[src/rtl/cfu_pipe_if.sv]
// Handshake bundle between execute, the control flow unit and EIP writeback.
// master drives requests and result ready; slave is the control flow unit.
interface cfu_pipe_if #(
    parameter int ADDR_W = 32,
    parameter int LEN_W  = 4
);
    logic              in_valid;
    logic              in_ready;
    logic [6:0]        opc;
    logic [31:0]       eflags;
    logic [ADDR_W-1:0] ecx;
    logic [ADDR_W-1:0] eip;
    logic [LEN_W-1:0]  instr_len;
    logic [ADDR_W-1:0] address;
    logic              out_valid;
    logic              out_ready;
    logic [ADDR_W-1:0] next_eip;
    logic              taken;
    logic              ecx_we;
    logic [ADDR_W-1:0] ecx_next;
    logic              ras_mismatch;

    modport master (
        output in_valid, opc, eflags, ecx, eip,
        output instr_len, address, out_ready,
        input  in_ready, out_valid, next_eip, taken,
        input  ecx_we, ecx_next, ras_mismatch
    );

    modport slave (
        input  in_valid, opc, eflags, ecx, eip,
        input  instr_len, address, out_ready,
        output in_ready, out_valid, next_eip, taken,
        output ecx_we, ecx_next, ras_mismatch
    );
endinterface

[src/rtl/cfu_pipe.sv]
// Tiny86 control flow unit: registered next-EIP / LOOP ECX computation.
// Define CFU_RAS_EN to add the return-address stack and RET mismatch flag.
module cfu_pipe #(
    parameter int ADDR_W    = 32,
    parameter int LEN_W     = 4,
    parameter int RAS_DEPTH = 8
) (
    input  logic       clk,
    input  logic       rst_n,
    input  logic       flush,
    cfu_pipe_if.slave  bus
);
    // Command indices: Jcc in x86 condition order, then the rest.
    localparam logic [6:0] OP_JO     = 7'd0;
    localparam logic [6:0] OP_JNO    = 7'd1;
    localparam logic [6:0] OP_JB     = 7'd2;
    localparam logic [6:0] OP_JAE    = 7'd3;
    localparam logic [6:0] OP_JE     = 7'd4;
    localparam logic [6:0] OP_JNE    = 7'd5;
    localparam logic [6:0] OP_JBE    = 7'd6;
    localparam logic [6:0] OP_JA     = 7'd7;
    localparam logic [6:0] OP_JS     = 7'd8;
    localparam logic [6:0] OP_JNS    = 7'd9;
    localparam logic [6:0] OP_JP     = 7'd10;
    localparam logic [6:0] OP_JNP    = 7'd11;
    localparam logic [6:0] OP_JL     = 7'd12;
    localparam logic [6:0] OP_JGE    = 7'd13;
    localparam logic [6:0] OP_JLE    = 7'd14;
    localparam logic [6:0] OP_JG     = 7'd15;
    localparam logic [6:0] OP_JCXZ   = 7'd16;
    localparam logic [6:0] OP_JMPR   = 7'd17;
    localparam logic [6:0] OP_JMPI   = 7'd18;
    localparam logic [6:0] OP_CALLR  = 7'd19;
    localparam logic [6:0] OP_CALLI  = 7'd20;
    localparam logic [6:0] OP_RET    = 7'd21;
    localparam logic [6:0] OP_LOOP   = 7'd22;
    localparam logic [6:0] OP_LOOPE  = 7'd23;
    localparam logic [6:0] OP_LOOPNE = 7'd24;

    logic cf, pf, zf, sf, of;
    logic accept;
    logic [ADDR_W-1:0] seq_eip, rel_eip, ecx_dec;
    logic taken_d, ecx_we_d, use_abs, is_call, is_ret, mism_d;
    logic [ADDR_W-1:0] next_d, ecx_next_d;

    logic              out_valid_q, taken_q, ecx_we_q, mism_q;
    logic [ADDR_W-1:0] next_q, ecx_next_q;

    logic unused_flags;

    assign cf = bus.eflags[0];
    assign pf = bus.eflags[2];
    assign zf = bus.eflags[6];
    assign sf = bus.eflags[7];
    assign of = bus.eflags[11];
    assign unused_flags = ^{bus.eflags[31:12], bus.eflags[10:8],
                            bus.eflags[5:3], bus.eflags[1]};

    assign bus.in_ready = !out_valid_q | bus.out_ready;
    assign accept       = bus.in_valid & bus.in_ready;

    assign seq_eip = bus.eip + {{(ADDR_W-LEN_W){1'b0}}, bus.instr_len};
    assign rel_eip = seq_eip + bus.address;
    assign ecx_dec = bus.ecx - ADDR_W'(1);

    // Decode the command into branch decision, target select and ECX update.
    always_comb begin
        taken_d    = 1'b0;
        use_abs    = 1'b0;
        ecx_we_d   = 1'b0;
        ecx_next_d = '0;
        is_call    = 1'b0;
        is_ret     = 1'b0;
        unique case (bus.opc)
            OP_JO:     taken_d = of;
            OP_JNO:    taken_d = !of;
            OP_JB:     taken_d = cf;
            OP_JAE:    taken_d = !cf;
            OP_JE:     taken_d = zf;
            OP_JNE:    taken_d = !zf;
            OP_JBE:    taken_d = cf | zf;
            OP_JA:     taken_d = !cf & !zf;
            OP_JS:     taken_d = sf;
            OP_JNS:    taken_d = !sf;
            OP_JP:     taken_d = pf;
            OP_JNP:    taken_d = !pf;
            OP_JL:     taken_d = sf != of;
            OP_JGE:    taken_d = sf == of;
            OP_JLE:    taken_d = zf | (sf != of);
            OP_JG:     taken_d = !zf & (sf == of);
            OP_JCXZ:   taken_d = bus.ecx == '0;
            OP_JMPR:   taken_d = 1'b1;
            OP_JMPI: begin
                taken_d = 1'b1;
                use_abs = 1'b1;
            end
            OP_CALLR: begin
                taken_d = 1'b1;
                is_call = 1'b1;
            end
            OP_CALLI: begin
                taken_d = 1'b1;
                use_abs = 1'b1;
                is_call = 1'b1;
            end
            OP_RET: begin
                taken_d = 1'b1;
                use_abs = 1'b1;
                is_ret  = 1'b1;
            end
            OP_LOOP, OP_LOOPE, OP_LOOPNE: begin
                ecx_we_d   = 1'b1;
                ecx_next_d = ecx_dec;
                taken_d    = ecx_dec != '0;
                if (bus.opc == OP_LOOPE)  taken_d = taken_d & zf;
                if (bus.opc == OP_LOOPNE) taken_d = taken_d & !zf;
            end
            default: ;
        endcase
        if (!taken_d)     next_d = seq_eip;
        else if (use_abs) next_d = bus.address;
        else              next_d = rel_eip;
    end

`ifdef CFU_RAS_EN
    localparam int PW = $clog2(RAS_DEPTH);
    localparam int CW = PW + 1;

    logic [ADDR_W-1:0] ras_mem [RAS_DEPTH];
    logic [PW-1:0]     ras_ptr;
    logic [CW-1:0]     ras_cnt;
    logic              ras_empty, ras_full;

    assign ras_empty = ras_cnt == '0;
    assign ras_full  = ras_cnt == CW'(RAS_DEPTH);
    assign mism_d    = is_ret & (ras_empty | (bus.address != ras_mem[ras_ptr]));

    // Top pointer wraps so a push on a full stack overwrites the oldest entry.
    always_ff @(posedge clk or negedge rst_n) begin
        if (!rst_n) begin
            ras_ptr <= '0;
            ras_cnt <= '0;
        end else if (flush) begin
            ras_ptr <= '0;
            ras_cnt <= '0;
        end else if (accept && is_call) begin
            ras_ptr <= ras_ptr + PW'(1);
            if (!ras_full) ras_cnt <= ras_cnt + CW'(1);
        end else if (accept && is_ret && !ras_empty) begin
            ras_ptr <= ras_ptr - PW'(1);
            ras_cnt <= ras_cnt - CW'(1);
        end
    end

    // Stack storage needs no reset; the count marks which entries are live.
    always_ff @(posedge clk) begin
        if (!flush && accept && is_call)
            ras_mem[ras_ptr + PW'(1)] <= seq_eip;
    end
`else
    logic unused_ras;

    assign mism_d     = 1'b0;
    assign unused_ras = ^{is_call, is_ret, (RAS_DEPTH > 1)};
`endif

    // Output stage: load on accept, hold while stalled, drop on flush/consume.
    always_ff @(posedge clk or negedge rst_n) begin
        if (!rst_n) begin
            out_valid_q <= 1'b0;
            next_q      <= '0;
            taken_q     <= 1'b0;
            ecx_we_q    <= 1'b0;
            ecx_next_q  <= '0;
            mism_q      <= 1'b0;
        end else if (flush) begin
            out_valid_q <= 1'b0;
        end else if (accept) begin
            out_valid_q <= 1'b1;
            next_q      <= next_d;
            taken_q     <= taken_d;
            ecx_we_q    <= ecx_we_d;
            ecx_next_q  <= ecx_next_d;
            mism_q      <= mism_d;
        end else if (bus.out_ready) begin
            out_valid_q <= 1'b0;
        end
    end

    assign bus.out_valid    = out_valid_q;
    assign bus.next_eip     = next_q;
    assign bus.taken        = taken_q;
    assign bus.ecx_we       = ecx_we_q;
    assign bus.ecx_next     = ecx_next_q;
    assign bus.ras_mismatch = mism_q;
endmodule

[src/flat_wrapper.sv]
// flat-port wrapper written by rule: the top's interface ports become plain ports
module cfu_pipe_flat 
#(
    parameter int ADDR_W    = 32,
    parameter int LEN_W     = 4,
    parameter int RAS_DEPTH = 8
)
  (clk, rst_n, flush, bus_in_valid, bus_opc, bus_eflags, bus_ecx, bus_eip, bus_instr_len, bus_address, bus_out_ready, bus_in_ready, bus_out_valid, bus_next_eip, bus_taken, bus_ecx_we, bus_ecx_next, bus_ras_mismatch);
  cfu_pipe_if #(.ADDR_W(ADDR_W), .LEN_W(LEN_W)) bus_i ();
  input  logic clk;
  input  logic rst_n;
  input  logic flush;
  input wire logic [$bits(bus_i.in_valid)-1:0] bus_in_valid;
  input wire logic [$bits(bus_i.opc)-1:0] bus_opc;
  input wire logic [$bits(bus_i.eflags)-1:0] bus_eflags;
  input wire logic [$bits(bus_i.ecx)-1:0] bus_ecx;
  input wire logic [$bits(bus_i.eip)-1:0] bus_eip;
  input wire logic [$bits(bus_i.instr_len)-1:0] bus_instr_len;
  input wire logic [$bits(bus_i.address)-1:0] bus_address;
  input wire logic [$bits(bus_i.out_ready)-1:0] bus_out_ready;
  output wire logic [$bits(bus_i.in_ready)-1:0] bus_in_ready;
  output wire logic [$bits(bus_i.out_valid)-1:0] bus_out_valid;
  output wire logic [$bits(bus_i.next_eip)-1:0] bus_next_eip;
  output wire logic [$bits(bus_i.taken)-1:0] bus_taken;
  output wire logic [$bits(bus_i.ecx_we)-1:0] bus_ecx_we;
  output wire logic [$bits(bus_i.ecx_next)-1:0] bus_ecx_next;
  output wire logic [$bits(bus_i.ras_mismatch)-1:0] bus_ras_mismatch;
  assign bus_i.in_valid = bus_in_valid;
  assign bus_i.opc = bus_opc;
  assign bus_i.eflags = bus_eflags;
  assign bus_i.ecx = bus_ecx;
  assign bus_i.eip = bus_eip;
  assign bus_i.instr_len = bus_instr_len;
  assign bus_i.address = bus_address;
  assign bus_i.out_ready = bus_out_ready;
  assign bus_in_ready = bus_i.in_ready;
  assign bus_out_valid = bus_i.out_valid;
  assign bus_next_eip = bus_i.next_eip;
  assign bus_taken = bus_i.taken;
  assign bus_ecx_we = bus_i.ecx_we;
  assign bus_ecx_next = bus_i.ecx_next;
  assign bus_ras_mismatch = bus_i.ras_mismatch;
  cfu_pipe #(.ADDR_W(ADDR_W), .LEN_W(LEN_W), .RAS_DEPTH(RAS_DEPTH)) u_core (.clk(clk), .rst_n(rst_n), .flush(flush), .bus(bus_i));
endmodule
[config.mk]
export PLATFORM = sky130hd
export DESIGN_NAME = cfu_pipe_flat
export DESIGN_NICKNAME = d
export VERILOG_FILES = /design/src/rtl/cfu_pipe_if.sv /design/src/rtl/cfu_pipe.sv /design/src/flat_wrapper.sv
export SDC_FILE = /design/constraint.sdc
export NUM_CORES = 1
export LEC_CHECK = 0
export BUFFER_PORTS_ARGS = -buffer_cell sky130_fd_sc_hd__buf_4
export CORE_MARGIN = 10
export CORE_UTILIZATION = 40
export DETAILED_ROUTE_END_ITERATION = 16
export PLACE_DENSITY = 0.67
export SLEW_MARGIN = 0
export SYNTH_ARGS = -nofsm -noshare
export SYNTH_HDL_FRONTEND = slang
export SYNTH_SLANG_ARGS = --single-unit
[constraint.sdc]
create_clock -name clk -period 1.6 [get_ports clk]
set_input_delay 0.24 -clock clk [delete_from_list [all_inputs] [get_ports clk]]
set_output_delay 0.24 -clock clk [all_outputs]
set_load 0.01 [all_outputs]
After elaboration in Yosys (flattened, before gate mapping)

Index checks and enable logic that the tools add are counted.
Widths: inputs -> output; s select.

Add/subtract/negate cells: 3
Equal/unequal tests: 26
Mux-type cells: 12
Reduce and logical (&&, ||, !) cells: 14
Bitwise operators: 9

Operators by type and width:

| cell                  | number |
|---|---|
| $mux 32               | 3 |
| $eq 7x5->1 const B    | 9 |
| $eq 7x4->1 const B    | 8 |
| $add 32x32->32        | 1 |
| $add 32x4->32         | 1 |
| $logic_not 32->1      | 1 |
| $reduce_bool 32->1    | 1 |
| $sub 32x1->32 const B | 1 |
| $eq 7x3->1 const B    | 4 |
| $pmux 1 s19           | 1 |
| $eq 7x2->1 const B    | 2 |
| $mux 1                | 8 |
| $eq 7x1->1 const B    | 1 |
| $logic_not 7->1       | 1 |
| $logic_not 1->1       | 6 |
| $reduce_or 3->1       | 2 |
| $and 1x1->1           | 5 |
| $reduce_or 5->1       | 1 |
| $or 1x1->1            | 3 |
| $reduce_bool 3->1     | 1 |
| $reduce_and 2->1      | 1 |
| $eq 1x1->1            | 1 |
| $ne 1x1->1            | 1 |
| $not 1->1             | 1 |

Output and inout bits: 69
Logic and storage cells: 69
Bits in registers: 67
Input port bits: 144

Depth between registers and ports, before layout

Gate-level depths: netlist of the first run.

Depth in word-level cells: 9
Depth in mapped cells: 19
Mapped depth without buffers: 19

Worst setup path after synthesis of the first run

No wires, ideal clock.

Path kind: input port to flip-flop
From: input port bus_instr_len[0]
To: register u_core.next_q[29] (netlist: u_core.bus.next_eip[29])
Arrival: 4007 ps
Setup time: 82 ps
Stages on the path: 17
Buffers on the path: 1
Required time: 1518 ps
Setup slack: -2489 ps
Cell sequence: ha_1 fa_1 a21o_1 a21oi_1 nor2b_1 nand2_1 xnor2_1 ha_1 clkbuf_1 o21ai_0 a221o_1 nor2b_1 o311ai_1 a31oi_1 o31a_1 or3_1 a31oi_1

Cells in the longest elaborated chain, start to end: 4

Ends and longest elaborated chain:

| element              | line               | text |
|---|---|---|
| start, declared      | flat_wrapper.sv:18 | `input wire logic [$bits(bus_i.instr_len)-1:0] bus_instr_len;` |
| $add 32x4->32 (*)    | cfu_pipe.sv:62     | `assign seq_eip = bus.eip + {{(ADDR_W-LEN_W){1'b0}}, bus.instr_len};` |
| $add 32x32->32       | cfu_pipe.sv:63     | `assign rel_eip = seq_eip + bus.address;` |
| $mux 32              | cfu_pipe.sv:121    | `else if (use_abs) next_d = bus.address;` |
| $mux 32 (*)          | cfu_pipe.sv:120    | `if (!taken_d) next_d = seq_eip;` |
| end signal, assigned | cfu_pipe.sv:180    | `next_q <= next_d;` |
| end, declared        | cfu_pipe.sv:47     | `logic [ADDR_W-1:0] next_q, ecx_next_q;` |

Mark *: on every way between the ends. The rest lies on a longest branch, timed or not.
A chain may end at the register's enable or synchronous reset.

Worst setup path in the final report of the first run

From: input port bus_eip[1]
To: register u_core.next_q[29] (netlist: u_core.bus.next_eip[29])

Cells in the longest elaborated chain, start to end: 4

Ends and longest elaborated chain:

| element           | line               | text |
|---|---|---|
| start, declared   | flat_wrapper.sv:17 | `input wire logic [$bits(bus_i.eip)-1:0] bus_eip;` |
| $add 32x4->32 (*) | cfu_pipe.sv:62     |  |
| $add 32x32->32    | cfu_pipe.sv:63     |  |
| $mux 32           | cfu_pipe.sv:121    |  |
| $mux 32 (*)       | cfu_pipe.sv:120    |  |

Marked as above.

==> results of run 1 <==
sequential cells by signal (all words and copies together) (netlist names):
signal and cells:
u_core.bus.out_valid 1, u_core.bus.ecx_next 32, u_core.bus.ecx_we 1, u_core.bus.next_eip 32, u_core.bus.taken 1
kinds of logic after synthesis:
logic type | Yosys count
simple gates | 345
compound gates | 233
xor+xnor | 85
flops | 67
buf+inv | 63
fa+ha+maj | 39
mux | 16
other cells | 1
cell type report:
class | instances | share of cell area (%)
clock buffer | 13 | 2.11
clock inverter | 3 | 0.375
inverter | 17 | 0.518
multi-input combinational | 719 | 48.8
sequential | 67 | 13.6
tap | 216 | 2.19
timing repair buffer | 484 | 32.4
worst max-delay path: stages:
cell and delay [ns]:
buf_6 0.10, buf_6 0.11, fa_2 0.38, a21o_1 0.19
a21oi_4 0.23, xnor2_2 0.11, ha_1 0.30, nand2_1 0.07
o31a_1 0.27, a221o_1 0.37, nor2b_4 0.16, o311ai_4 0.34
a31oi_4 0.14, o31a_1 0.25, or3_1 0.38, a31oi_1 0.17
timing repair:
action	in CTS	in global routing
gates cloned	2	4
setup endpoints to repair	60	66
setup buffers	33	21
resized for setup	162	92
hold buffers	1	0
hold endpoints to repair	67	0
pin swaps	96	75
metal layers:
metal	GRT usage, %	vias to the layer above	wire (um)
met1	28.7	4040	11700
li1	-	3961	-
met4	8.62	0	1000
met5	0	-	0
met2	42.1	376	14200
met3	6.23	89	2390
power by group through the flow:
stage | Sequential (mW) | Clock, mW | Combinational, mW
after floorplan | 2.06 | 0 | 1.42
after global placement | 1.99 | 0 | 2.96
after detailed placement | 1.99 | 0 | 3.00
after CTS | 1.97 | 2.13 | 3.36
after global routing | 1.99 | 2.21 | 3.96
final | 1.97 | 2.11 | 3.69
cell usage in the layout (no fill, tap or decap), types with 14 or more instances in the layout:
cell type,count
mux2i_1,15
a21o_1,17
and3_4,16
a21oi_1,27
o21ai_1,56
buf_4,426
o21ai_0,22
nand3_1,15
buf_6,39
xnor2_1,34
inv_1,16
and3_1,14
a21oi_2,19
ha_1,23
dfrtp_1,67
nand2_1,125
xor2_1,24
nor2_1,40
xnor2_2,21
through the flow:
step           utilization, %  instance area (um2)  setup WS [ns]  hold WS [ns]
6_report                 77.3                12300          -1.96        0.0630
5_1_grt                  77.3                12300          -2.09        0.0721
4_1_cts                  73.7                11800          -1.90        0.0511
3_5_place_dp             65.0                10400          -2.44         0.285
3_3_place_gp             65.0                10400          -2.39         0.283
2_1_floorplan               -                 7080          -1.96       -0.0556
final timing paths:
check	cells past startpoint	startpoint	end	slack, ns
max reg2reg	7	u_core.bus.out_valid$_DFFE_PN0P_	u_core.bus.next_eip[28]$_DFFE_PN0P_	-0.05
max in group asynchronous	3	rst_n	u_core.bus.next_eip[27]$_DFFE_PN0P_	0.84
min	2	flush	u_core.bus.out_valid$_DFFE_PN0P_	0.06
min in group asynchronous	3	rst_n	u_core.bus.next_eip[15]$_DFFE_PN0P_	0.45
min reg2reg	2	u_core.bus.ecx_next[25]$_DFFE_PN0P_	u_core.bus.ecx_next[25]$_DFFE_PN0P_	0.49
max	16	bus_eip[1]	u_core.bus.next_eip[29]$_DFFE_PN0P_	-1.96
==> reports/summary.txt, run 1 <==
#FFs+latches synth - 67
Post-synth EDFFs - 0
syn avg cell area - 7.70 um2
DRC Markers - 0
sequential power share - 25.3%
max_cap viols - 0
failing checks - setup timing
initial antenna violation count - 0
area of the multi-input gates - 0.00602 mm2
XOR/XNOR Fraction of Synth Area - 11.4%
combinational power share - 47.5%
Final WS setup - -1.96 ns
maximum root-to-sink buffer count - 2
Clk pwr share - 27.2%
vias in the first global route - 8,673
Sw Share - 34.5%
GRT Total Usage - 24.4%
Leakage - 5.85 nW
post-route ant nets - 0
Final Power - 7.78 mW
adder-cell share of the synthesized area - 7.70%
Layout area overhead - 88.7%
Synth warnings - 0
TritonCTS buffer count - 9
CP endpoint kind - flip-flop
TritonCTS clock tree - done
Cells after Synth - 849
drt first pass iters - 5
Seq. cell area - 0.00168 mm2
most numerous cell in the Yosys netlist - nand2_1
Post-Route WL - 29,400 um
GPL Wtd Cong - 0.913
P_sw - 2.68 mW
boundary pin count - 213
port bufs - 184
die height - 148 um
Area contributors post-synth - dfrtp_1, nand2_1, xnor2_1
Compound-Gate Fraction of Synth Area - 22.9%
post-DP HPWL - 19,700 um
mux share of post-synthesis cell area - 2.47%
Clock Sinks - 67
Clock Latency Late Sink - 0.35 ns
WL per Instance - 19.3 um
Crit Path Category - primary input to flip-flop
maximum vdd drop - 610 uV
Initial Util - 41.0%
via count - 8,466
synth cell count leaders - nand2_1, dfrtp_1, xnor2_1, nor2_1, o21ai_0
Internal Pwr Total - 5.09 mW
synth unique cells - 69
RSZ-0062 raised after global routing - yes
fmax - 281 MHz
Root Buffer - clkbuf_16
syn nets - 1,032
fin nets - 1,481
Fill cells - 1,024
CP required - 1.86 ns
cell count after placement - 1,454
slew margin rel. - 65.4%
max-slew violations - 0
Fin. Hold Viols - 0
die width - 148 um
hold crit path type - primary input to flip-flop
Async SR Flop Fraction - 100%
post-synthesis simple-gate area fraction - 25.8%
cell taking the most area after synthesis - dfrtp_1
first-pass GRT wire length - 44,100 um
share of cells above drive strength 1 - 53.4%
fin crit period - 3.56 ns
worst-margin pin slew - 0.512 ns
grt ovf - 0
clk_skew - 0.00922 ns
htree depth - 3
mapped cell area - 0.00654 mm2
Yosys top cell area share - 25.7%
register area share after synthesis - 25.7%
die footprint - 0.0219 mm2
period utilization - 222%
CP Data Arrival Time - 3.82 ns
largest net degree at the start of global routing - 68
Core ar. - 0.0159 mm2
CP Max Fanout - 3
num rows - 46
DRT iter0 DRCs - 538
final std cells w/o fill - 1,519
Setup TNS - -61.50 ns
Most used DFF post-synth - dfrtp_1
Worst-path clk slew - 0.06 ns
final setup violation count - 58
startpoint types - primary input
power per cell area - 631 mW/mm2
via-per-instance ratio - 5.57
largest family of logic cells by synthesized area - simple AND/OR/NAND/NOR gates
status - finished, violations left
Ant. Diodes - 0
(Power assumes the default switching activity.)
==> run 2, diff against run 1 <==
CTS_BUF_LIST = sky130_fd_sc_hd__clkbuf_16   (was unset)
PLACE_DENSITY = 0.65   (was 0.67)
==> run 2 against run 1 <==
The run still ends with setup timing left. Clock power grew 7%. Core utilization grew 2.1 points. Setup slack lost 0.043 ns. Total power grew 4.9%. Sequential power is essentially flat. Register-to-register slack gained 0.05 ns. Clock skew shrank 0.0022 ns. Sequential share of layout area shrank 0.35 points. Final area grew 2.7%. Routed wire length grew 7.5%. Critical path depth grew 3.
==> reports/summary.txt, run 2 (synthesis results as in run 1) <==
status - finished, violations left
failing checks - setup timing
max-slew violations - 0 (unchanged)
Final Power - 8.16 mW (+4.9%)
Core ar. - 0.0159 mm2 (unchanged)
Final WS setup - -2.00 ns (-0.0431 ns)
die width - 148 um (unchanged)
Hold WS - 0.0471 ns (-0.0159 ns)
area of the multi-input gates - 0.00619 mm2 (+2.8%)
post-route ant nets - 0 (unchanged)
hold crit path type - primary input to flip-flop
CP endpoint kind - flip-flop
Leakage - 5.96 nW (+1.9%)
Ant. Diodes - 0 (unchanged)
DRT iter0 DRCs - 636 (+18%)
hold path cells - 2 (unchanged)
startpoint types - primary input
die height - 148 um (unchanged)
final setup violation count - 55 (-5.2%)
Crit Path Category - primary input to flip-flop
CP Data Arrival Time - 3.84 ns (+0.02 ns)
share of cells above drive strength 1 - 56.1% (+2.7 points)
maximum vdd drop - 593 uV (-2.8%)
Hold Path End - u_core.bus.out_valid$_DFFE_PN0P_
Fin. Hold Viols - 0 (unchanged)
fmax - 278 MHz (-1.2%)
Hold Path Origin - flush
port bufs - 184 (unchanged)
CP required - 1.84 ns (-0.02 ns)
drt first pass iters - 7 (+2)
largest net degree at the start of global routing - 43 (-37%)
Clock Sinks - 67 (unchanged)
vias in the first global route - 8,357 (-3.6%)
fin nets - 1,497 (+1.1%)
Clock Latency Late Sink - 0.35 ns (about the same)
Worst-path clk slew - 0.06 ns (about the same)
Initial Util - 41.0% (unchanged)
CP Max Fanout - 3 (unchanged)
R2R setup slack - 0 ns (+0.05 ns)
worst-margin pin slew - 0.537 ns (+0.0246 ns)
slew margin rel. - 63.9% (-1.5 points)
power per cell area - 644 mW/mm2 (+2.2%)
Seq. cell area - 0.00168 mm2 (unchanged)
TritonCTS buffer count - 9 (unchanged)
commonest non-fill, non-tap cell in the layout - buf_4
Post-Route WL - 31,600 um (+7.5%)
GRT Total Usage - 23.8% (-0.64 points)
clk_skew - 0.00705 ns (-0.00216 ns)
Root Buffer - clkbuf_16
period utilization - 225% (+2.7 points)
TritonCTS clock tree - done
Layout area overhead - 93.7%
Fill cells - 962 (-6.1%)
worst r2r src - u_core.bus.out_valid$_DFFE_PN0P_
first-pass GRT wire length - 42,900 um (-2.8%)
RSZ-0062 raised after global routing - yes
most frequent cells in the layout - buf_4, nand2_1, dfrtp_1
max_cap viols - 0 (unchanged)
Setup TNS - -63.24 ns (-1.74 ns)
initial antenna violation count - 0 (unchanged)
post-DP HPWL - 19,700 um (+0.19%)
GPL Wtd Cong - 0.931 (+1.9%)
FF-to-FF End - u_core.bus.next_eip[7]$_DFFE_PN0P_
WL per Instance - 20.6 um (+6.3%)
via-per-instance ratio - 5.68 (+1.9%)
pre-CTS WS - -2.39 ns (+0.0503 ns)
maximum root-to-sink buffer count - 2 (unchanged)
num rows - 46 (unchanged)
fin crit period - 3.60 ns (+0.0431 ns)
grt ovf - 0 (unchanged)
die footprint - 0.0219 mm2 (unchanged)
via count - 8,714 (+2.9%)
htree depth - 3 (unchanged)
FF-to-FF path depth - 6 (-1)
boundary pin count - 213 (unchanged)
DRC Markers - 0 (unchanged)
-- run 2: cell count changes in the layout (fill, tap and decap cells not counted), sizes merged --
cell,previous run,this run
buf,480,496
clkbuf,16,11
clkinv,1,5
bufinv,1,2
clkinvlp,1,0
or4,5,6
-- run 2: worst max path at each step --
stage	endpoint	depth (start not counted)	start	slack, ns
floorplan	u_core.bus.next_eip[29]$_DFFE_PN0P_	15	bus_instr_len[0]	-1.96
global placement	u_core.bus.next_eip[26]$_DFFE_PN0P_	18	bus_instr_len[0]	-2.33
detailed placement	u_core.bus.next_eip[31]$_DFFE_PN0P_	20	bus_instr_len[0]	-2.39
CTS	u_core.bus.next_eip[29]$_DFFE_PN0P_	16	bus_instr_len[0]	-1.90
global route	u_core.bus.next_eip[31]$_DFFE_PN0P_	21	bus_instr_len[0]	-2.07
finish	u_core.bus.next_eip[31]$_DFFE_PN0P_	19	bus_eip[0]	-2.00
-- run 2: metrics by stage --
step	util, %	std cells	instance area, um2
floorplan	-	849	7080
global placement	64.6	1443	10300
detailed placement	64.6	1443	10300
CTS	72.5	1494	11600
global route	79.4	1535	12700
finish	79.4	1535	12700
-- run 2: area by class of cell --
class	count	share of cell area, %
multi-input cells	720	48.9
inverters	17	0.504
well taps	216	2.14
clock inverters	7	0.731
flip-flops and latches	67	13.2
clock buffers	9	1.78
repair buffers	499	32.7
-- run 2: routing by layer --
metal | vias to the layer above | global-route usage, % | wire length [um]
met2 | 433 | 39.7 | 15200
li1 | 3987 | - | -
met3 | 112 | 5.98 | 2750
met4 | 0 | 8.57 | 1260
met5 | - | 0 | 0
met1 | 4182 | 28.9 | 12300
-- run 2: power by group --
group | switching (mW) | internal [mW] | total (mW) | leakage, nW
sequential | 0.113 | 1.86 | 1.97 | 0.877
combinational | 1.89 | 2.03 | 3.93 | 4.93
clock | 0.890 | 1.36 | 2.25 | 0.159
total | 2.90 | 5.26 | 8.16 | 5.96
-- run 2: repair_timing --
| item | 4_1_cts | 5_1_grt |
|---|---|---|
| buffers inserted | 33 | 48 |
| pin swaps | 65 | 129 |
| gates cloned | 4 | 2 |
| endpoints found under the hold margin | 25 | 0 |
| hold buffers | 1 | 0 |
| resized for setup | 129 | 166 |
| endpoints found under the setup margin | 54 | 64 |
-- run 2: critical path, stage by stage --
cell and delay, ns:
buf_8 0.10, ha_4 0.16, fa_2 0.36, a21o_1 0.21, a21oi_4 0.20, nor3b_4 0.09
and3_4 0.20, and3_4 0.18, buf_6 0.13, nand2_1 0.07, xor2_1 0.27, inv_1 0.09
ha_1 0.21, or4_1 0.51, o21ai_1 0.12, a21oi_2 0.07, a31o_2 0.25, a21o_1 0.16
o211a_1 0.21
==> run 3, diff against run 2 <==
PLACE_DENSITY = 0.68   (was 0.65)
SLEW_MARGIN = unset   (was 0)
==> run 3 against run 2 <==
The run still ends with setup timing left. Routed wire length grew 4.7%. Global-route usage up 1.5 points. Sequential power is essentially flat. Setup slack better by 0.047 ns. First-iteration DRC count increased by 9.1%. Final cell count rose by 0.91%. Flip-flop and latch count is the same. Worst hold slack better by 0.0047 ns. Register-to-register slack worse by 0.11 ns. Sequential share of layout area hardly changed. Die area unchanged. Fmax grew 1.3%. Largest cell class unchanged. Largest power group unchanged. Highest routed layer unchanged.
==> reports/summary.txt, run 3 (synthesis results as in run 1) <==
Initial Util - 41.0% (unchanged)
R2R setup slack - -0.11 ns (-0.11 ns)
failing checks - setup timing
clk_skew - 0.00491 ns (-0.00215 ns)
RSZ-0062 raised after global routing - yes
post-DP HPWL - 20,100 um (+2.2%)
Leakage - 5.97 nW (+0.11%)
grt peak-use layer - met2
num rows - 46 (unchanged)
GRT Total Usage - 25.2% (+1.5 points)
initial antenna violation count - 0 (unchanged)
met1 Resource Use GR - 28.2% (-0.66 points)
fin crit period - 3.56 ns (-0.0467 ns)
max-slew violations - 0 (unchanged)
commonest non-fill, non-tap cell in the layout - buf_4
die width - 148 um (unchanged)
Final Power - 7.96 mW (-2.4%)
maximum vdd drop - 556 uV (-6.3%)
Clock Latency Late Sink - 0.35 ns (about the same)
DRC Markers - 0 (unchanged)
final std cells w/o fill - 1,549 (+0.91%)
final setup violation count - 54 (-1.8%)
Clock Sinks - 67 (unchanged)
die footprint - 0.0219 mm2 (unchanged)
startpoint types - primary input
TritonCTS buffer count - 9 (unchanged)
Setup TNS - -62.81 ns (+0.429 ns)
drt first pass iters - 6 (-1)
DRT iter0 DRCs - 694 (+9.1%)
Hold Path Origin - flush
dpl cell area - 0.0104 mm2 (+1.5%)
TritonCTS clock tree - done
max_cap viols - 0 (unchanged)
most frequent cells in the layout - buf_4, nand2_1, dfrtp_1
maximum root-to-sink buffer count - 2 (unchanged)
hold path cells - 2 (unchanged)
via count - 8,923 (+2.4%)
htree depth - 3 (unchanged)
Final WS setup - -1.96 ns (+0.0467 ns)
cell count after placement - 1,463 (+1.4%)
worst r2r src - u_core.bus.out_valid$_DFFE_PN0P_
first-pass GRT wire length - 45,300 um (+5.6%)
largest net degree at the start of global routing - 68 (+58%)
fmax - 281 MHz (+1.3%)
share of cells above drive strength 1 - 55.4% (-0.66 points)
Hold Path End - u_core.bus.out_valid$_DFFE_PN0P_
Final Cell Area - 0.0127 mm2 (about the same)
Core ar. - 0.0159 mm2 (unchanged)
die height - 148 um (unchanged)
fin nets - 1,511 (+0.94%)
worst-margin pin slew - 0.568 ns (+0.0314 ns)
GPL Wtd Cong - 0.968 (+3.9%)
GRT met2 Usage - 44.2% (+4.5 points)
slew margin rel. - 61.8% (-2.1 points)
port bufs - 184 (unchanged)
Fill cells - 961 (-0.10%)
period utilization - 222% (-2.9 points)
Layout area overhead - 93.9% (about the same)
Ant. Diodes - 0 (unchanged)
grt ovf - 0 (unchanged)
Post-Route WL - 33,000 um (+4.7%)
Crit Path Category - primary input to flip-flop
via-per-instance ratio - 5.76 (+1.5%)
CP Max Fanout - 3 (unchanged)
post-route ant nets - 0 (unchanged)
FF-to-FF path depth - 7 (+1)
Fin. Hold Viols - 0 (unchanged)
power per cell area - 628 mW/mm2 (-2.5%)
FF-to-FF End - u_core.bus.next_eip[31]$_DFFE_PN0P_
Root Buffer - clkbuf_16
Worst-path clk slew - 0.06 ns (about the same)
status - finished, violations left
CP endpoint kind - flip-flop
boundary pin count - 213 (unchanged)
met3 Track Usage GR - 6.17% (+0.18 points)
WL per Instance - 21.3 um (+3.7%)
vias in the first global route - 8,872 (+6.2%)
CP required - 1.87 ns (+0.03 ns)
hold crit path type - primary input to flip-flop
CP Data Arrival Time - 3.83 ns (about the same)
==> run 3: cell types whose count changed in the layout (fill, tap and decap cells not counted), moves of 3 or more <==
cell,before,now
buf_4,437,445
and2_4,4,1
ha_4,15,18
xnor2_2,22,19
xor2_2,1,5
o21ai_4,3,6
buf_6,44,51
clkinvlp_4,0,3
a21oi_1,23,26
xor2_1,23,20
and2_1,2,5
==> run 3: worst max-delay path by stage <==
stage	slack (ns)	from	to
after floorplan	-1.96	bus_instr_len[0]	u_core.bus.next_eip[29]$_DFFE_PN0P_
after global placement	-2.50	bus_instr_len[1]	u_core.bus.next_eip[26]$_DFFE_PN0P_
after detailed placement	-2.64	bus_instr_len[1]	u_core.bus.next_eip[30]$_DFFE_PN0P_
after CTS	-1.85	bus_instr_len[0]	u_core.bus.next_eip[29]$_DFFE_PN0P_
after global routing	-2.03	bus_instr_len[1]	u_core.bus.next_eip[26]$_DFFE_PN0P_
final	-1.96	bus_instr_len[1]	u_core.bus.next_eip[29]$_DFFE_PN0P_
==> run 3: power by group <==
group          switching, mW  internal (mW)  total, mW
registers              0.115           1.86       1.98
logic                   1.96           2.08       4.05
clock network          0.892           1.04       1.93
==> run 3: per-stage QoR <==
stage               hold WS [ns]  utilization, %  setup WS [ns]
floorplan                -0.0556               -          -1.96
global placement           0.278            65.5          -2.50
detailed placement         0.284            65.5          -2.64
CTS                       0.0563            74.2          -1.85
global route              0.0604            79.5          -2.03
finish                    0.0517            79.5          -1.96
==> run 3: what timing repair did <==
| action | 4_1_cts | 5_1_grt |
|---|---|---|
| gates cloned | 3 | 3 |
| pin swaps | 87 | 69 |
| gates resized for setup | 152 | 120 |
| setup endpoints to repair | 53 | 64 |
| setup buffers | 49 | 35 |
| hold buffers | 1 | 0 |
| hold endpoints to repair | 67 | 0 |
==> run 3: final cells by class <==
class                      instances  area [um2]  share of cell area, %
multi-input combinational        719        6120                   48.3
timing repair buffer             514        4270                   33.7
sequential                        67        1680                   13.2
tap                              216         270                   2.13
clock buffer                       9         225                   1.78
inverter                          17        63.8                  0.504
clock inverter                     7        43.8                  0.346
==> run 3: layer usage <==
| metal | up-vias | share of wire (%) |
|---|---|---|
| met4 | 0 | 5.6 |
| met5 | - | 0 |
| met2 | 485 | 49 |
| li1 | 3999 | - |
| met3 | 160 | 8.6 |
| met1 | 4279 | 37 |
==> run 3: critical path: stages <==
cell	delay (ns)
buf_8	0.10
ha_4	0.25
a21o_1	0.11
a21oi_2	0.07
o21ai_1	0.21
buf_4	0.17
nand3_1	0.09
xnor2_1	0.40
ha_1	0.26
buf_4	0.14
nand4_1	0.11
a221o_1	0.30
nor2b_4	0.15
o311ai_4	0.25
a31oi_2	0.15
o31a_1	0.26
or3_1	0.38
a31oi_1	0.16
